--- src/rtl/key_search.sv ---
// key_search: brute-force key search controller.
// Reads the ciphertext length from ct memory address 0. For each candidate key
// it starts the decryption engine, waits for it to finish, then scans
// plaintext bytes 1..len for printable characters (CHAR_LO..CHAR_HI). The
// first key whose plaintext is entirely printable is reported. Keys advance by
// KEY_STEP so several instances can split the key space between them.
//
// Ports:
//   clk, rst_n            clock / asynchronous active-low reset
//   en, rdy, key_base     start handshake and first key to try
//   stop                  abort request
//   key, key_valid        found key and its valid flag
//   exhausted, aborted    sticky completion status
//   keys_tried            saturating count of fully evaluated keys
//   ct_addr, ct_rddata    ciphertext read port (1-cycle latency)
//   a4_en, a4_rdy, a4_key decryption engine handshake and key
//   pt_sel                1 = this block owns the plaintext port
//   pt_addr, pt_rddata    plaintext read port (1-cycle latency)
module key_search #(
  parameter int unsigned      KEY_W    = 24,
  parameter int unsigned      KEY_STEP = 1,
  parameter logic [KEY_W-1:0] KEY_LAST = '1,
  parameter logic [7:0]       CHAR_LO  = 8'h20,
  parameter logic [7:0]       CHAR_HI  = 8'h7E
) (
  input  logic             clk,
  input  logic             rst_n,
  input  logic             en,
  output logic             rdy,
  input  logic [KEY_W-1:0] key_base,
  input  logic             stop,
  output logic [KEY_W-1:0] key,
  output logic             key_valid,
  output logic             exhausted,
  output logic             aborted,
  output logic [KEY_W-1:0] keys_tried,
  output logic [7:0]       ct_addr,
  input  logic [7:0]       ct_rddata,
  output logic             a4_en,
  input  logic             a4_rdy,
  output logic [KEY_W-1:0] a4_key,
  output logic             pt_sel,
  output logic [7:0]       pt_addr,
  input  logic [7:0]       pt_rddata
);

  typedef enum logic [2:0] {
    IDLE, LEN_RD, LEN_WAIT, KICK, RUN, CHECK, DONE
  } state_t;

  localparam logic [KEY_W:0] STEP_EXT = (KEY_W+1)'(KEY_STEP);

  state_t           state, state_d;
  logic [KEY_W-1:0] cur_key;
  logic [7:0]       len;
  logic             run_first;
  logic             stop_pend;
  logic             issuing;
  logic             rd_pend;
  logic             rd_last;

  logic             start, len_load, found_base, found_cur;
  logic             exhaust, abort, try_inc, next_key;
  logic [KEY_W:0]   key_sum;
  logic             last_key;
  logic             byte_ok;

  // The extra top bit of the sum is the carry out of the key width.
  assign key_sum  = {1'b0, cur_key} + STEP_EXT;
  assign last_key = (cur_key == KEY_LAST) || key_sum[KEY_W];
  assign byte_ok  = (pt_rddata >= CHAR_LO) && (pt_rddata <= CHAR_HI);

  assign rdy     = (state == IDLE) || (state == DONE);
  assign pt_sel  = (state == CHECK);
  assign ct_addr = 8'd0;
  assign a4_key  = cur_key;

  always_ff @(posedge clk or negedge rst_n) begin
    if (!rst_n) state <= IDLE;
    else        state <= state_d;
  end

  always_comb begin
    state_d    = state;
    start      = 1'b0;
    len_load   = 1'b0;
    found_base = 1'b0;
    found_cur  = 1'b0;
    exhaust    = 1'b0;
    abort      = 1'b0;
    try_inc    = 1'b0;
    next_key   = 1'b0;
    a4_en      = 1'b0;
    case (state)
      IDLE, DONE: begin
        if (en) begin
          start   = 1'b1;
          state_d = LEN_RD;
        end
      end
      LEN_RD: begin
        if (stop) begin
          abort   = 1'b1;
          state_d = DONE;
        end else begin
          state_d = LEN_WAIT;
        end
      end
      LEN_WAIT: begin
        if (stop) begin
          abort   = 1'b1;
          state_d = DONE;
        end else begin
          len_load = 1'b1;
          // An empty message is trivially printable: the first key wins.
          if (ct_rddata == 8'd0) begin
            found_base = 1'b1;
            state_d    = DONE;
          end else begin
            state_d = KICK;
          end
        end
      end
      KICK: begin
        if (stop) begin
          abort   = 1'b1;
          state_d = DONE;
        end else if (a4_rdy) begin
          a4_en   = 1'b1;
          state_d = RUN;
        end
      end
      RUN: begin
        // The engine may still show ready in the cycle after the kick, so
        // a4_rdy is only trusted from the second RUN cycle on. A stop here
        // is deferred until the engine completes.
        if (!run_first && a4_rdy) begin
          if (stop_pend || stop) begin
            abort   = 1'b1;
            state_d = DONE;
          end else begin
            state_d = CHECK;
          end
        end
      end
      CHECK: begin
        // A pass/fail decision takes priority over a simultaneous stop.
        if (rd_pend && !byte_ok) begin
          try_inc = 1'b1;
          if (last_key) begin
            exhaust = 1'b1;
            state_d = DONE;
          end else if (stop) begin
            abort   = 1'b1;
            state_d = DONE;
          end else begin
            next_key = 1'b1;
            state_d  = KICK;
          end
        end else if (rd_pend && rd_last) begin
          try_inc   = 1'b1;
          found_cur = 1'b1;
          state_d   = DONE;
        end else if (stop) begin
          abort   = 1'b1;
          state_d = DONE;
        end
      end
      default: state_d = IDLE;
    endcase
  end

  always_ff @(posedge clk or negedge rst_n) begin
    if (!rst_n) begin
      cur_key    <= '0;
      len        <= 8'd0;
      key        <= '0;
      key_valid  <= 1'b0;
      exhausted  <= 1'b0;
      aborted    <= 1'b0;
      keys_tried <= '0;
      run_first  <= 1'b0;
      stop_pend  <= 1'b0;
      pt_addr    <= 8'd0;
      issuing    <= 1'b0;
      rd_pend    <= 1'b0;
      rd_last    <= 1'b0;
    end else begin
      if (start) begin
        cur_key    <= key_base;
        key_valid  <= 1'b0;
        exhausted  <= 1'b0;
        aborted    <= 1'b0;
        keys_tried <= '0;
      end
      if (len_load) len <= ct_rddata;
      if (found_base) begin
        key        <= cur_key;
        key_valid  <= 1'b1;
        keys_tried <= KEY_W'(1);
      end
      if (found_cur) begin
        key       <= cur_key;
        key_valid <= 1'b1;
      end
      if (exhaust) exhausted <= 1'b1;
      if (abort)   aborted   <= 1'b1;
      if (try_inc && (keys_tried != '1)) keys_tried <= keys_tried + 1'b1;
      if (next_key) cur_key <= key_sum[KEY_W-1:0];

      run_first <= a4_en;

      if (state != RUN)  stop_pend <= 1'b0;
      else if (stop)     stop_pend <= 1'b1;

      // Plaintext scan pipeline: pt_addr is the read being issued, rd_pend
      // marks that pt_rddata holds the byte issued one cycle earlier and
      // rd_last marks that byte as the final one (index len).
      if (state != CHECK && state_d == CHECK) begin
        pt_addr <= 8'd1;
        issuing <= 1'b1;
        rd_pend <= 1'b0;
        rd_last <= 1'b0;
      end else if (state == CHECK && state_d == CHECK) begin
        rd_pend <= issuing;
        rd_last <= issuing && (pt_addr == len);
        if (issuing) begin
          if (pt_addr == len) issuing <= 1'b0;
          else                pt_addr <= pt_addr + 8'd1;
        end
      end else begin
        pt_addr <= 8'd0;
        issuing <= 1'b0;
        rd_pend <= 1'b0;
        rd_last <= 1'b0;
      end
    end
  end

endmodule

--- config.mk ---
export PLATFORM = sky130hd
export DESIGN_NAME = key_search
export DESIGN_NICKNAME = d
export VERILOG_FILES = /design/src/rtl/key_search.sv
export SDC_FILE = /design/constraint.sdc
export NUM_CORES = 1
export LEC_CHECK = 0
export CAP_MARGIN = 20
export CORE_MARGIN = 2
export CORE_UTILIZATION = 25
export DETAILED_ROUTE_END_ITERATION = 7
export DONT_BUFFER_PORTS = 1
export GPL_TIMING_DRIVEN = 0
export PLACE_DENSITY = 0.42
export SETUP_SLACK_MARGIN = 0.3
export SLEW_MARGIN = 20
export SYNTH_ARGS = -nofsm -noshare
export SYNTH_HDL_FRONTEND = slang
export SYNTH_SLANG_ARGS = --single-unit
export TNS_END_PERCENT = 1
--- constraint.sdc ---
create_clock -name clk -period 2.4 [get_ports clk]
set_input_delay 0.36 -clock clk [delete_from_list [all_inputs] [get_ports clk]]
set_output_delay 0.36 -clock clk [all_outputs]
set_load 0.01 [all_outputs]
* Word-level counts from Yosys, hierarchy flattened
Index checks and enable logic that the tools add are counted.
Cells by class: $add $sub $neg 3, magnitude comparators 2, eq/ne operators 14, muxes and demuxes 68, reductions and logical operators 25
Operators by type and width (number):
- $mux 24 | 7
- $mux 1 | 42
- $mux 3 | 12
- $mux 8 | 4
- $add 24x1->25 const B | 1
- $add 24x1->24 const B | 1
- $eq 24x24->1 const B | 1
- $ne 24x24->1 const B | 1
- $pmux 3 s6 | 1
- $eq 3x3->1 const B | 4
- $ne 3x3->1 const B | 4
- $reduce_bool 2->1 | 5
- $add 8x1->8 const B | 1
- $eq 8x8->1 | 1
- $ge 8x6->1 const B | 1
- $le 8x7->1 const B | 1
- $logic_and 1x1->1 | 8
- $logic_not 8->1 | 1
- $eq 3x2->1 const B | 2
- $reduce_bool 3->1 | 2
- $eq 3x1->1 const B | 1
- $logic_not 3->1 | 1
- $logic_or 1x1->1 | 3
- $pmux 1 s3 | 1
- other kinds (5) | 6
Word-level totals: flip-flop bits (word level) 99, bits of input ports 45, output and inout port bits 94, logic and storage cells 126

* Depth between registers and ports, before layout
depth in word-level cells 10, gate-level depth with buffers 10, gate-level depth less buffers 8

* Worst setup path after synthesis
No wires, ideal clock.
path kind register -> register, from register state[2], to register key[0], setup time 0.125 ns, arrival time 2.055 ns, required time 2.275 ns, slack 0.220 ns, stages on the path, launching flop included 8, path buffers 3, period minus slack after synthesis 2.180 ns, cells stage by stage dfrtp_1 > clkbuf_1 > nor4_4 > nor3b_2 > a41o_1 > buf_4 > buf_6 > mux2_2
On the way: longest elaborated chain between the ends 3, elaborated cells between the ends (all ways) 6, those cells by class eq/ne: 2; mux: 3; reduce/logical: 1
Ends and longest elaborated chain:
- start: declaration | RTL line 53 | state_t state, state_d;
- start signal: assignment | RTL line 80 | else state <= state_d;
- $eq 3x3->1 or $eq 3x2->1 (tied branches) | RTL line 94 | case (state)
- $mux 1 | RTL line 94
- $mux 24 or $reduce_bool 2->1 (tied branches)
- end signal: assignment | RTL line 198 | key <= cur_key;
- end signal: assignment | RTL line 203 | key <= cur_key;
- end: declaration | RTL line 32 | output logic [KEY_W-1:0] key,
Several ways; a longest one is shown, not always the timed one. A chain may end at the register's enable or synchronous reset.

* Worst setup path in the final report
from register cur_key[18], in the netlist a4_key[18], to register cur_key[11], in the netlist a4_key[11]
On the way: longest elaborated chain between the ends 6, elaborated cells between the ends (all ways) 8, those cells by class add/sub: 1; eq/ne: 1; mux: 4; reduce/logical: 2
Ends and longest elaborated chain:
- start: declaration | RTL line 54 | logic [KEY_W-1:0] cur_key;
- start signal: assignment | RTL line 190 | cur_key <= key_base;
- start signal: assignment | RTL line 209 | if (next_key) cur_key <= key_sum[KEY_W-1:0];
- $add 24x1->25 or $eq 24x24->1 (tied branches) | RTL line 69, 70
- $logic_or 1x1->1 (*) | RTL line 70 | assign last_key = (cur_key == KEY_LAST) || key_sum[KEY_W];
- $mux 1 (*) | RTL line 150 | if (last_key) begin
- $mux 1 (*) | RTL line 148 | if (rd_pend && !byte_ok) begin
- $mux 1 (*) | RTL line 94
- $mux 24 or $reduce_bool 2->1 (tied branches)
Every way passes the cells marked *; elsewhere a longest branch is shown, timed or not.

==> out/results.tsv <==
stage	metric	value	unit
status	outcome	complete, but fails checks	
status	failing checks	negative hold slack	
finish	Fillers	2187	
detailed_routing	vias per std cell	5.15	
detailed_routing	ANT nets after route	0	
timing	endpoints failing setup	0	
pwr	Seq pwr share	0.461	
logic_synthesis	sequential share of the synthesized area	0.470	
pwr	VDD IR max	0.313	mV
detailed_routing	Metal-1 WL	7390	µm
floorplanning	Die Y	149	µm
detailed_routing	DR vias	4360	
logic_synthesis	synthesized area	5270	µm²
finish	Layout Nets	616	
critical_path	CP top delay family	simple AND/OR/NAND/NOR gates	
timing	Slew HR	0.650	
placement	RePlAce Congestion	0.741	
finish	fin area	6360	µm²
detailed_routing	met2 WL	7810	µm
timing	hold_ws	-303	ps
timing	shortest clock period the worst path allows after layout	2220	ps
grt	number of global-route vias before repair	4430	
cts	CTS tree	built	
grt	first-pass GRT wire length	25700	µm
critical_path	CP Buf/Inv Count	1	
placement	# port buffers	0	
critical_path	worst path cell trace	nand3_2 -> or4_4 -> o211a_4 -> buf_8 -> o21ai_0 -> nand2_1 -> a221o_1	
logic_synthesis	share of flip-flops with an asynchronous set or reset	1.00	
finish	area grow syn2layout	20.9	%
timing	Final period util	0.926	
logic_synthesis	Cell variety after synth	63	
critical_path	class of the most critical setup path	register to register	
cts	CTS Buf Count	9	
logic_synthesis	synthesized flop and latch total	99	
cts	H-Tree Depth	3	
logic_synthesis	gate count of the mapped netlist	531	
critical_path	crit start category	register	
timing	maximum achievable frequency	0.450	GHz
detailed_routing	drt first-iter violations	291	
pwr	Gate power share	0.298	
worst_hold_path	HP Class	input port to asynchronous set/reset pin	
critical_path	Crit. End Element	register	
floorplanning	CORE AREA	20800	µm²
cts	CTS Buffer Depth	2	
timing	Worst-Margin Slew	522	ps
grt	largest net degree at the start of global routing	100	
pwr	Clk pwr share	0.241	
grt	GR Util All Layers	0.150	
pwr	NetSw	0.00221	W
placement	hpwl dp	11600	µm
finish	share of cells above drive strength 1	0.273	
critical_path	Worst EP arrival	2460	ps
pwr	P_leak	2.63	nW
run	max-cap viol count	0	
detailed_routing	drt total wl	16600	µm
logic_synthesis	number of synthesized flops with an enable pin	0	
logic_synthesis	top cells by area, synth	dfrtp_1, mux2_2, o21ai_0	
pwr	Internal Power	0.00357	W
floorplanning	I/O pins	139	
finish	Antenna diodes	0	
logic_synthesis	Yosys top cell area share	0.470	
logic_synthesis	Mean Syn Cell Area	9.92	µm²
detailed_routing	Met3 Wirelength	1090	µm
floorplanning	Die W	149	µm
timing	final setup skew	9.72	ps
detailed_routing	iteration count of the initial detailed-routing pass	5	
grt	GR Overflow Total	0	
timing	Final Hold Viols	99	
logic_synthesis	synth warn	0	
critical_path	CP max FO	10	
finish	final core utilization	0.306	
detailed_routing	drt wl/cell	19.6	µm
cts	clock latency at the later pin of the worst-skew pair	360	ps
logic_synthesis	Primary FF master, synth	dfrtp_1	
logic_synthesis	Synth area leader	dfrtp_1	
detailed_routing	drt drc	0	
cts	Clock Pin Slew Worst Setup and Hold Paths	70	ps
critical_path	Slowest cell on crit path	or4_4	
placement	Placed Instance Area	5740	µm²
pwr	Power Dens Cells	908	nW/µm²
floorplanning	Rows	53	
cts	Clock Sinks	99	
floorplanning	total die area	22200	µm²
detailed_routing	top layer in use	met4	
critical_path	Critical Path RT	2640	ps
pwr	Sw Ratio	0.383	
floorplanning	starting density of the core	0.253	
timing	RSZ-0062 raised after global routing	yes	
cts	CTS Root Cell	clkbuf_16	
timing	Slew Limit Fails	0	
grt	antenna violations before repair	0	
critical_path	peak per-stage delay on the critical path	600	ps
## through the flow
stage	total power (W)	setup slack (ps)	std cells	TNS (ps)
detailed placement	0.00412	-526	813	-19870
CTS	0.00576	177	838	0
global route	0.00617	101	846	0
global placement	0.00409	-501	813	-18330
finish	0.00578	177	846	0
floorplan	0.00360	239	538	0
## sequential cells by signal, summed over array words and instances (netlist names), 3 cells and up
name	count
a4_key	24
len	8
pt_addr	8
state	3
key	24
keys_tried	24
## worst reg2reg max path, cell delays in order, from the launching register on
cell and delay, ps:
dfrtp_2 490, nand3_2 100, or4_4 600, o211a_4 300, buf_8 160, o21ai_0 90, nand2_1 80, a221o_1 300
## power by group through the flow
| stage | sequential, W | clock, W | combinational, W |
|---|---|---|---|
| CTS | 0.00267 | 0.00145 | 0.00164 |
| detailed placement | 0.00264 | 0 | 0.00148 |
| finish | 0.00267 | 0.00139 | 0.00172 |
| global route | 0.00274 | 0.00151 | 0.00193 |
| floorplan | 0.00244 | 0 | 0.00116 |
| global placement | 0.00264 | 0 | 0.00145 |
## layer usage
| layer | up-vias | track usage |
|---|---|---|
| li1 | 2042 | - |
| met3 | 16 | 0.0404 |
| met2 | 114 | 0.240 |
| met1 | 2188 | 0.195 |
| met5 | - | 0 |
| met4 | 0 | 0.0567 |
## cells in the mapped netlist, types with 4 or more instances
| library cell | count |
|---|---|
| and2_1 | 6 |
| inv_1 | 6 |
| a21oi_1 | 22 |
| a211oi_1 | 5 |
| xnor2_1 | 12 |
| ha_1 | 4 |
| buf_4 | 11 |
| o221a_2 | 5 |
| nand4_1 | 18 |
| nor2_1 | 27 |
| nand2_1 | 53 |
| nor4_1 | 4 |
| o21ai_0 | 53 |
| nor3_1 | 16 |
| o211ai_1 | 6 |
| dfrtp_1 | 99 |
| clkbuf_1 | 10 |
| buf_6 | 4 |
| nand3_1 | 25 |
| o311ai_0 | 5 |
| buf_2 | 10 |
| a21o_1 | 4 |
| and3_1 | 10 |
| a31oi_1 | 13 |
| o31ai_1 | 8 |
| mux2_2 | 32 |
| and4_1 | 10 |
## path summary, 6_finish.rpt
path                              startpoint    endpoint  slack, ps  cells after the start
worst min-delay path                   rst_n     key[19]       -300                      0
worst min register to register     stop_pend   stop_pend        510                      1
worst max register to register    a4_key[18]  a4_key[11]        180                      7
min in group clk                key_base[21]  a4_key[21]        120                      1
worst max-delay path              a4_key[18]  a4_key[11]        180                      7
max in group asynchronous              rst_n    state[0]       2480                      0
## placed cells by master (no fill, tap or decap), types with 5 or more instances in the layout
| cell type | count |
|---|---|
| a21oi_1 | 22 |
| a31oi_1 | 11 |
| and2_1 | 6 |
| and3_1 | 9 |
| and4_1 | 10 |
| buf_4 | 28 |
| buf_6 | 9 |
| clkbuf_16 | 9 |
| clkbuf_2 | 6 |
| conb_1 | 8 |
| dfrtp_1 | 79 |
| dfrtp_2 | 20 |
| inv_1 | 5 |
| mux2_2 | 13 |
| mux2_4 | 19 |
| nand2_1 | 50 |
| nand3_1 | 22 |
| nand4_1 | 18 |
| nor2_1 | 26 |
| nor3_1 | 13 |
| o211ai_1 | 6 |
| o21ai_0 | 52 |
| o221a_2 | 5 |
| o311ai_0 | 5 |
| o31ai_1 | 8 |
| xnor2_1 | 12 |
## timing repair
item / 4_1_cts / 5_1_grt
endpoints found under the hold margin: 99 / 99
pin swaps: 10 / 7
gates resized for setup: 56 / 29
setup endpoints to repair: 87 / 83
setup buffers: 8 / 7
gates cloned: 2 / 1
## area by class of cell
cell class | instances | area [µm²] | share of cell area
Sequential cell | 99 | 2500 | 0.393
Timing Repair Buffer | 18 | 138 | 0.0216
Inverter | 7 | 28.8 | 0.00452
Tap cell | 275 | 344 | 0.0541
Clock inverter | 4 | 27.5 | 0.00432
Clock buffer | 11 | 243 | 0.0381
Multi-Input combinational cell | 397 | 2790 | 0.438
Buffer | 35 | 293 | 0.0460
## cell families after synthesis
group | Yosys count | synth area share
and+or+nand+nor | 192 | 0.195
adders and majority gates | 4 | 0.00950
buffers and inverters | 42 | 0.0459
other | 1 | 0.000712
muxes | 35 | 0.0741
xor gates and xnor gates | 15 | 0.0249
AOI/OAI and AO/OA | 143 | 0.180
DFF | 99 | 0.470
No activity file was read; power rests on OpenSTA's default activity.
